## src/rtl/wb_pwm_esc_if.sv

```systemverilog
`timescale 1ns/1ps
// -----------------------------------------------------------------------------
// wb_pwm_esc_if
// Wishbone classic bus bundle between the shared-bus decoder (master side) and
// the ESC PWM block (slave side).
//   wb_adr_i  32  byte address (block decodes [4:2])
//   wb_dat_i  32  write data
//   wb_dat_o  32  registered read data
//   wb_cti_i   3  cycle type (not used by the slave)
//   wb_sel_i   4  byte selects
//   wb_we_i    1  write enable
//   wb_cyc_i   1  cycle
//   wb_stb_i   1  strobe
//   wb_ack_o   1  acknowledge
// -----------------------------------------------------------------------------
interface wb_pwm_esc_if;
   logic [31:0] wb_adr_i;
   logic [31:0] wb_dat_i;
   logic [31:0] wb_dat_o;
   logic [2:0]  wb_cti_i;
   logic [3:0]  wb_sel_i;
   logic        wb_we_i;
   logic        wb_cyc_i;
   logic        wb_stb_i;
   logic        wb_ack_o;

   modport master (
      output wb_adr_i, wb_dat_i, wb_cti_i, wb_sel_i, wb_we_i, wb_cyc_i, wb_stb_i,
      input  wb_dat_o, wb_ack_o
   );

   modport slave (
      input  wb_adr_i, wb_dat_i, wb_cti_i, wb_sel_i, wb_we_i, wb_cyc_i, wb_stb_i,
      output wb_dat_o, wb_ack_o
   );
endinterface

```

## src/rtl/wb_pwm_esc.sv

```systemverilog
`timescale 1ns/1ps
// -----------------------------------------------------------------------------
// wb_pwm_esc
// Wishbone slave driving four quadcopter ESC PWM channels. Prescale, period
// and duty writes land in a staging copy and are transferred to the active
// copy only at a PWM period end (or on the next edge while disabled), so a
// pulse is never cut short or stretched by a mid-period update. A throttle
// watchdog forces every duty to RST_DUTY if software stops writing duties.
//
// Ports:
//   sys_clk   system clock
//   sys_rst   asynchronous active-low reset
//   wb        Wishbone slave bundle (see wb_pwm_esc_if)
//   pwm_o     ESC outputs, channel i on bit i (registered)
//
// Register map (word offset adr[4:2]):
//   0 CTRL     bit0 EN, bit1 POL
//   1 PRESCALE [15:0]
//   2 PERIOD   [15:0]
//   3..6 DUTY0..DUTY3 [15:0]
//   7 STATUS   bit0 pending, bit1 wdt_trip, [31:16] PWM counter (read only)
// -----------------------------------------------------------------------------
module wb_pwm_esc #(
   parameter logic [15:0] RST_PRESCALE = 16'd49,
   parameter logic [15:0] RST_PERIOD   = 16'd19999,
   parameter logic [15:0] RST_DUTY     = 16'd1000,
   parameter logic [7:0]  WDT_PERIODS  = 8'd25
) (
   input  logic        sys_clk,
   input  logic        sys_rst,
   wb_pwm_esc_if.slave wb,
   output logic [3:0]  pwm_o
);
   localparam int NCH = 4;

   localparam logic [2:0] OFF_CTRL     = 3'd0;
   localparam logic [2:0] OFF_PRESCALE = 3'd1;
   localparam logic [2:0] OFF_PERIOD   = 3'd2;
   localparam logic [2:0] OFF_DUTY0    = 3'd3;
   localparam logic [2:0] OFF_STATUS   = 3'd7;

   logic        ack_q, ack_d;
   logic [31:0] dat_q, dat_d;
   logic [1:0]  ctrl_q, ctrl_d;
   logic [15:0] pre_s_q, pre_s_d, pre_a_q, pre_a_d;
   logic [15:0] per_s_q, per_s_d, per_a_q, per_a_d;
   logic        pending_q, pending_d;
   logic        wdt_trip_q, wdt_trip_d;
   logic [7:0]  wdt_cnt_q, wdt_cnt_d;
   logic [15:0] pcnt_q, pcnt_d;
   logic [15:0] cnt_q, cnt_d;

   logic [NCH-1:0][15:0] duty_s_rd;

   logic [2:0] off;
   logic       access, wr;
   logic       en, pol;
   logic       tick, period_end, load;
   logic       duty_wr, stage_wr, wdt_fire;

   // Byte-lane merge for the 16-bit fields; sel[3:2] never matter.
   function automatic logic [15:0] merge16(input logic [15:0] old_val,
                                           input logic [15:0] new_val,
                                           input logic [1:0]  be);
      return {be[1] ? new_val[15:8] : old_val[15:8],
              be[0] ? new_val[7:0]  : old_val[7:0]};
   endfunction

   // Bus bits the block deliberately ignores.
   logic unused_bus;
   assign unused_bus = ^{wb.wb_adr_i[31:5], wb.wb_adr_i[1:0], wb.wb_dat_i[31:16],
                         wb.wb_sel_i[3:2], wb.wb_cti_i};

   assign off    = wb.wb_adr_i[4:2];
   // Holding off while ack is high makes back-to-back strobes ack every other cycle.
   assign access = wb.wb_cyc_i & wb.wb_stb_i & ~ack_q;
   assign wr     = access & wb.wb_we_i;
   assign en     = ctrl_q[0];
   assign pol    = ctrl_q[1];

   assign duty_wr  = wr & (off >= OFF_DUTY0) & (off != OFF_STATUS);
   assign stage_wr = wr & (off != OFF_CTRL) & (off != OFF_STATUS);

   assign tick       = en & (pcnt_q == pre_a_q);
   assign period_end = tick & (cnt_q == per_a_q);
   // Disabled: staging follows on the edge after a write, so pending is the trigger.
   assign load       = en ? period_end : pending_q;
   // Fires on the period end that brings the watchdog count up to WDT_PERIODS.
   assign wdt_fire   = en & period_end & ~duty_wr & (wdt_cnt_q == WDT_PERIODS - 8'd1);

   always_comb begin
      ack_d      = access;
      dat_d      = 32'd0;
      ctrl_d     = ctrl_q;
      pre_s_d    = pre_s_q;
      per_s_d    = per_s_q;
      pre_a_d    = pre_a_q;
      per_a_d    = per_a_q;
      pending_d  = pending_q;
      wdt_trip_d = wdt_trip_q;
      wdt_cnt_d  = wdt_cnt_q;
      pcnt_d     = pcnt_q;
      cnt_d      = cnt_q;

      if (access && !wb.wb_we_i) begin
         case (off)
            3'd0: dat_d = {30'd0, ctrl_q};
            3'd1: dat_d = {16'd0, pre_s_q};
            3'd2: dat_d = {16'd0, per_s_q};
            3'd3: dat_d = {16'd0, duty_s_rd[0]};
            3'd4: dat_d = {16'd0, duty_s_rd[1]};
            3'd5: dat_d = {16'd0, duty_s_rd[2]};
            3'd6: dat_d = {16'd0, duty_s_rd[3]};
            3'd7: dat_d = {cnt_q, 14'd0, wdt_trip_q, pending_q};
         endcase
      end

      if (wr && (off == OFF_CTRL) && wb.wb_sel_i[0]) begin
         ctrl_d = wb.wb_dat_i[1:0];
      end
      if (wr && (off == OFF_PRESCALE)) begin
         pre_s_d = merge16(pre_s_q, wb.wb_dat_i[15:0], wb.wb_sel_i[1:0]);
      end
      if (wr && (off == OFF_PERIOD)) begin
         per_s_d = merge16(per_s_q, wb.wb_dat_i[15:0], wb.wb_sel_i[1:0]);
      end

      // Load copies the pre-write staging value; a coincident write keeps pending set.
      if (load) begin
         pre_a_d = pre_s_q;
         per_a_d = per_s_q;
      end
      if (stage_wr) begin
         pending_d = 1'b1;
      end else if (load) begin
         pending_d = 1'b0;
      end

      if (!en) begin
         pcnt_d = 16'd0;
         cnt_d  = 16'd0;
      end else if (tick) begin
         pcnt_d = 16'd0;
         cnt_d  = period_end ? 16'd0 : cnt_q + 16'd1;
      end else begin
         pcnt_d = pcnt_q + 16'd1;
      end

      // Watchdog count saturates at WDT_PERIODS so it trips once per silence.
      if (!en || duty_wr) begin
         wdt_cnt_d = 8'd0;
      end else if (period_end && (wdt_cnt_q != WDT_PERIODS)) begin
         wdt_cnt_d = wdt_cnt_q + 8'd1;
      end
      if (wdt_fire) begin
         wdt_trip_d = 1'b1;
      end else if (duty_wr) begin
         wdt_trip_d = 1'b0;
      end
   end

   always_ff @(posedge sys_clk or negedge sys_rst) begin
      if (!sys_rst) begin
         ack_q      <= 1'b0;
         dat_q      <= 32'd0;
         ctrl_q     <= 2'd0;
         pre_s_q    <= RST_PRESCALE;
         per_s_q    <= RST_PERIOD;
         pre_a_q    <= RST_PRESCALE;
         per_a_q    <= RST_PERIOD;
         pending_q  <= 1'b0;
         wdt_trip_q <= 1'b0;
         wdt_cnt_q  <= 8'd0;
         pcnt_q     <= 16'd0;
         cnt_q      <= 16'd0;
      end else begin
         ack_q      <= ack_d;
         dat_q      <= dat_d;
         ctrl_q     <= ctrl_d;
         pre_s_q    <= pre_s_d;
         per_s_q    <= per_s_d;
         pre_a_q    <= pre_a_d;
         per_a_q    <= per_a_d;
         pending_q  <= pending_d;
         wdt_trip_q <= wdt_trip_d;
         wdt_cnt_q  <= wdt_cnt_d;
         pcnt_q     <= pcnt_d;
         cnt_q      <= cnt_d;
      end
   end

   assign wb.wb_ack_o = ack_q;
   assign wb.wb_dat_o = dat_q;

   // Per-channel duty staging/active pair and registered output.
   for (genvar gi = 0; gi < NCH; gi++) begin : g_ch
      localparam logic [2:0] CH_OFF = OFF_DUTY0 + 3'(gi);

      logic [15:0] duty_s_q, duty_s_d;
      logic [15:0] duty_a_q, duty_a_d;
      logic        pwm_q, pwm_d;
      logic        ch_wr;

      assign ch_wr = wr & (off == CH_OFF);

      always_comb begin
         duty_s_d = duty_s_q;
         duty_a_d = duty_a_q;
         if (ch_wr) begin
            duty_s_d = merge16(duty_s_q, wb.wb_dat_i[15:0], wb.wb_sel_i[1:0]);
         end
         if (load) begin
            duty_a_d = duty_s_q;
         end
         // Watchdog wins over a same-edge load: motors go to minimum throttle.
         if (wdt_fire) begin
            duty_s_d = RST_DUTY;
            duty_a_d = RST_DUTY;
         end
         pwm_d = en ? ((cnt_q < duty_a_q) ^ pol) : pol;
      end

      always_ff @(posedge sys_clk or negedge sys_rst) begin
         if (!sys_rst) begin
            duty_s_q <= RST_DUTY;
            duty_a_q <= RST_DUTY;
            pwm_q    <= 1'b0;
         end else begin
            duty_s_q <= duty_s_d;
            duty_a_q <= duty_a_d;
            pwm_q    <= pwm_d;
         end
      end

      assign duty_s_rd[gi] = duty_s_q;
      assign pwm_o[gi]     = pwm_q;
   end

endmodule

```

## src/flat_wrapper.sv

```systemverilog
// flat-port wrapper written by rule: the top's interface ports become plain ports
module wb_pwm_esc_flat 
#(
   parameter logic [15:0] RST_PRESCALE = 16'd49,
   parameter logic [15:0] RST_PERIOD   = 16'd19999,
   parameter logic [15:0] RST_DUTY     = 16'd1000,
   parameter logic [7:0]  WDT_PERIODS  = 8'd25
)
  (sys_clk, sys_rst, pwm_o, wb_wb_adr_i, wb_wb_dat_i, wb_wb_cti_i, wb_wb_sel_i, wb_wb_we_i, wb_wb_cyc_i, wb_wb_stb_i, wb_wb_dat_o, wb_wb_ack_o);
  wb_pwm_esc_if wb_i ();
  input  logic sys_clk;
  input  logic sys_rst;
  output logic [3:0] pwm_o;
  input wire logic [$bits(wb_i.wb_adr_i)-1:0] wb_wb_adr_i;
  input wire logic [$bits(wb_i.wb_dat_i)-1:0] wb_wb_dat_i;
  input wire logic [$bits(wb_i.wb_cti_i)-1:0] wb_wb_cti_i;
  input wire logic [$bits(wb_i.wb_sel_i)-1:0] wb_wb_sel_i;
  input wire logic [$bits(wb_i.wb_we_i)-1:0] wb_wb_we_i;
  input wire logic [$bits(wb_i.wb_cyc_i)-1:0] wb_wb_cyc_i;
  input wire logic [$bits(wb_i.wb_stb_i)-1:0] wb_wb_stb_i;
  output wire logic [$bits(wb_i.wb_dat_o)-1:0] wb_wb_dat_o;
  output wire logic [$bits(wb_i.wb_ack_o)-1:0] wb_wb_ack_o;
  assign wb_i.wb_adr_i = wb_wb_adr_i;
  assign wb_i.wb_dat_i = wb_wb_dat_i;
  assign wb_i.wb_cti_i = wb_wb_cti_i;
  assign wb_i.wb_sel_i = wb_wb_sel_i;
  assign wb_i.wb_we_i = wb_wb_we_i;
  assign wb_i.wb_cyc_i = wb_wb_cyc_i;
  assign wb_i.wb_stb_i = wb_wb_stb_i;
  assign wb_wb_dat_o = wb_i.wb_dat_o;
  assign wb_wb_ack_o = wb_i.wb_ack_o;
  wb_pwm_esc #(.RST_PRESCALE(RST_PRESCALE), .RST_PERIOD(RST_PERIOD), .RST_DUTY(RST_DUTY), .WDT_PERIODS(WDT_PERIODS)) u_core (.sys_clk(sys_clk), .sys_rst(sys_rst), .wb(wb_i), .pwm_o(pwm_o));
endmodule
```

## config.mk

```make
export PLATFORM = sky130hd
export DESIGN_NAME = wb_pwm_esc_flat
export DESIGN_NICKNAME = d
export VERILOG_FILES = /design/src/rtl/wb_pwm_esc_if.sv /design/src/rtl/wb_pwm_esc.sv /design/src/flat_wrapper.sv
export SDC_FILE = /design/constraint.sdc
export NUM_CORES = 1
export LEC_CHECK = 0
export ABC_AREA = 1
export BUFFER_PORTS_ARGS = -buffer_cell sky130_fd_sc_hd__buf_2
export CAP_MARGIN = 20
export CORE_MARGIN = 1
export CORE_UTILIZATION = 50
export DETAILED_ROUTE_END_ITERATION = 6
export PLACE_DENSITY_LB_ADDON = 0.3
export SKIP_CTS_REPAIR_TIMING = 1
export SLEW_MARGIN = 20
export SYNTH_ARGS = -nofsm -noshare
export SYNTH_HDL_FRONTEND = slang
export SYNTH_SLANG_ARGS = --single-unit
```

## constraint.sdc

```tcl
create_clock -name sys_clk -period 1.8 [get_ports sys_clk]
set_clock_uncertainty 0.05 [all_clocks]
set_input_delay 0.36 -clock sys_clk [delete_from_list [all_inputs] [get_ports sys_clk]]
set_output_delay 0.36 -clock sys_clk [all_outputs]
set_load 0.1 [all_outputs]
```

==> metrics.log <==
[metrics] status: finished with violations
[metrics] violations in the final reports: negative setup slack
[metrics] commonest non-fill, non-tap cells in the layout: 386 x nand2_1, 198 x dfrtp_1, 188 x buf_4
[metrics] DRC violation total after the first TritonRoute iteration: 1509
[metrics] pwr dens: 1021 nW/um2
[metrics] critical path arrival: 2.63 ns
[metrics] number of diodes: 0
[metrics] startpoint kind of the worst setup timing path: flip-flop
[metrics] # H-tree levels: 1
[metrics] adder-cell share of the synthesized area: 5.684%
[metrics] class of the worst hold path: input pin to flip-flop
[metrics] largest area contributor in the synthesized netlist: dfrtp_1
[metrics] mux contribution to synthesized area: 0%
[metrics] Compound-Gate Fraction of Synth Area: 12.35%
[metrics] pin count of the biggest net entering global routing: 49
[metrics] overall die area: 29300 um2
[metrics] max-cap check violation count: 0
[metrics] post-synthesis cell type count: 43
[metrics] drt first pass iters: 5
[metrics] Port Buffers: 62
[metrics] most common cell after layout, fill and taps aside: nand2_1
[metrics] post-layout utilization of the core: 69.99%
[metrics] synthesized netlist cell count: 1690
[metrics] Sw Pwr: 6.656 mW
[metrics] worst IR drop on VDD: ~0.8 mV
[metrics] setup repair after global routing missed its margin: true
[metrics] overall routing resource usage: 29.64%
[metrics] Internal Power: about 13 mW
[metrics] number of synthesized flops with an enable pin: 0
[metrics] final worst path period share: 124.0%
[metrics] TritonCTS clock tree: yes
[metrics] xor-xnor portion of the synthesized cell area: between 1 and 1.5%
[metrics] chip width: 171.2 um
[metrics] die height: between 150 and 200 um
[metrics] weighted congestion at the end of routability-driven global placement: 0.9275
[metrics] combinational group share of total power: 28.6%
[metrics] DRC violation count after routing: 0
[metrics] number of CTS-inserted buffers: 30
[metrics] number of setup violations in the final report: 199
[metrics] number of hold-slack violations in the final timing report: 0
[metrics] net total in the final layout: 2108
[metrics] area share of and/or/nand/nor cells after synthesis: 23.92%
[metrics] leakage component of the power: 9.253 nW
[metrics] net switching fraction of the power: 33.35%
[metrics] area delta synth->final: 36.65%
[metrics] number of ports placed on the die boundary: 113
[metrics] power consumption: 19.96 mW
[metrics] maximum count of clock buffers along a single path: 3
[metrics] routed length per instance: between 20 and 25 um
[metrics] post-DP HPWL: 31.36 mm
[metrics] fraction of registers with async set or reset after synthesis: 100.0%
[metrics] Critical Path Fanout Max: 7
[metrics] syn_nets: 1831
[metrics] Initial Util: 51.22%
[metrics] worst path required time: 2.20 ns
[metrics] Final Routed Wirelength: 48.24 mm
[metrics] Clock Root Buffer: clkbuf_16
[metrics] clock period minus worst slack: 2.231 ns
[metrics] routed via count divided by cell count: 5.794
[metrics] number of antenna violations at the first check in global routing: 0
[metrics] clock latency of the later-clocked register in the worst-skew pair: 0.57 ns
[metrics] Worst Path Class, Setup: flip-flop to flip-flop
[metrics] std cell rows: 61
[metrics] smallest setup slack after layout: -0.4314 ns
[metrics] clock slew seen by the registers of the worst setup and hold paths: 0.06 ns
[metrics] area of the core: 27930 um2
[metrics] total congestion overflow after global routing: 0
[metrics] average cell area after synthesis: roughly 8.5 um2
[metrics] Worst Max-Slew Pin Slew: 0.5071 ns
[metrics] total number of yosys warnings: 0
[metrics] vias in the first global route: between 10k and 15k
[metrics] Post-Syn Area: 14310 um2
[metrics] kind of capture point of the worst setup path: flip-flop
[metrics] number of clock sinks: 273
[metrics] area share of the largest cell type after synthesis: between 30% and 40%
[metrics] number of pins exceeding their max-slew limit in the final report: 0
[metrics] top cells by area, synth: dfrtp_1 35%, dfstp_2 13%, nand2_1 12%
[metrics] achievable clock frequency: roughly 450 MHz
[metrics] Clock Power Share: about a third
[metrics] worst max-slew margin expressed relative to the limit: 66.43%
[metrics] DR vias: 13.73k
[metrics] main combinational cell family by area after synthesis: simple AND/OR/NAND/NOR gates
[metrics] layout cell share with drive strength beyond 1: 35.66%
[metrics] Routed Antenna Nets: 0
[metrics] sequential share of the synthesized area: about half
[metrics] ys flop type: dfrtp_1
[metrics] flop and latch count out of synthesis: 273
[metrics] wire length of the first global-routing pass: 67.10 mm
[metrics] proportion of power drawn by flip-flops and latches: 39.9%
## kinds of logic after synthesis
family	count (synthesis)
AO/OA/AOI/OAI	289
XOR/XNOR	23
adder cells (fa/ha/maj)	65
buffers and inverters	284
flip-flops	273
AND/OR/NAND/NOR	756
## final timing paths
check	from	end	slack, ns	cells past startpoint
worst max-delay path	u_core.pre_a_q[0]$_DFFE_PN1P_	u_core.g_ch[3].duty_a_q[12]$_DFFE_PN0P_	-0.43	14
worst min-delay path	wb_wb_we_i	u_core.wb.wb_dat_o[29]$_DFF_PN0_	0.03	4
worst max register to register	u_core.pre_a_q[0]$_DFFE_PN1P_	u_core.g_ch[3].duty_a_q[12]$_DFFE_PN0P_	-0.43	14
worst min register to register	u_core.per_s_q[9]$_DFFE_PN1P_	u_core.per_s_q[9]$_DFFE_PN1P_	0.46	2
max in group asynchronous	sys_rst	u_core.g_ch[1].duty_a_q[7]$_DFFE_PN1P_	0.73	3
min in group asynchronous	sys_rst	u_core.pcnt_q[11]$_DFF_PN0_	0.28	2
## flip-flops by register name, indices dropped and copies added, names as in the netlist
register and count:
u_core.cnt_q 16, u_core.ctrl_q 2, u_core.g_ch.duty_a_q 64, u_core.g_ch.duty_s_q 64
u_core.g_ch.pwm_q 4, u_core.pcnt_q 16, u_core.pending_q 1, u_core.per_a_q 16
u_core.per_s_q 16, u_core.pre_a_q 16, u_core.pre_s_q 16, u_core.wb.wb_ack_o 1
u_core.wb.wb_dat_o 32, u_core.wdt_cnt_q 8, u_core.wdt_trip_q 1
## Yosys cell counts, types with 30 or more instances
library cell / instances
nand2_1: 444
dfrtp_1: 201
inv_1: 178
nand3_1: 123
dfstp_2: 72
ha_1: 65
o211ai_1: 65
o21ai_0: 65
nand4_1: 61
o21ai_1: 58
nor2_1: 54
a21oi_1: 47
clkbuf_1: 42
nand3_2: 31
nor3_1: 30
## final cells by class
cell class                 instances  area, um2
clock inverter                    15      142.6
multi-input combinational       1135       7330
tap                              378      473.0
fill                            2033       8382
sequential                       273       6928
timing repair inverter             1      7.507
timing repair buffer             328       3044
inverter                         198      753.2
clock buffer                      41      874.6
## worst max-delay path, stage by stage (launching register included)
cell and delay [ns]:
dfstp_2 0.53, inv_1 0.05, nand2_1 0.06, nand2_1 0.07, nor2_1 0.10, nand2_1 0.07, nor2_2 0.13, nand2_2 0.09
nor2_4 0.22, nand2_4 0.10, nand2_8 0.13, buf_12 0.16, clkbuf_16 0.16, buf_6 0.11, o21ai_2 0.07
## per-layer routing
| metal | track usage [%] | up-vias | part of all wire (%) |
|---|---|---|---|
| met5 | 0 | - | 0 |
| met3 | 5.714 | 131 | 9.4 |
| li1 | - | 6229 | - |
| met1 | 43.20 | 6674 | 41 |
| met4 | 8.230 | 0 | 3.6 |
| met2 | 44.79 | 693 | 46 |
## power by group through the flow
stage,clock network (mW),logic [mW],registers [mW]
final,6.29,5.70,7.97
after global routing,6.61,6.12,8.02
after CTS,6.31,4.29,7.85
after detailed placement,0,4.22,7.95
after global placement,0,4.09,7.92
after floorplan,0,2.68,7.72
## per-stage QoR
stage	setup slack (ns)	cell area [um2]	std cells	hold slack [ns]	TNS, ns
floorplan	-0.1343	14460	1690	0.01441	-15.12
global placement	-0.2826	16670	2268	0.2640	-33.13
detailed placement	-0.3887	16670	2268	0.2643	-43.76
CTS	-0.3964	17690	2324	-0.3230	-45.80
global route	-0.5264	19550	2369	0.04042	-78.58
finish	-0.4314	19550	2369	0.02763	-57.70
(Power assumes the default switching activity.)
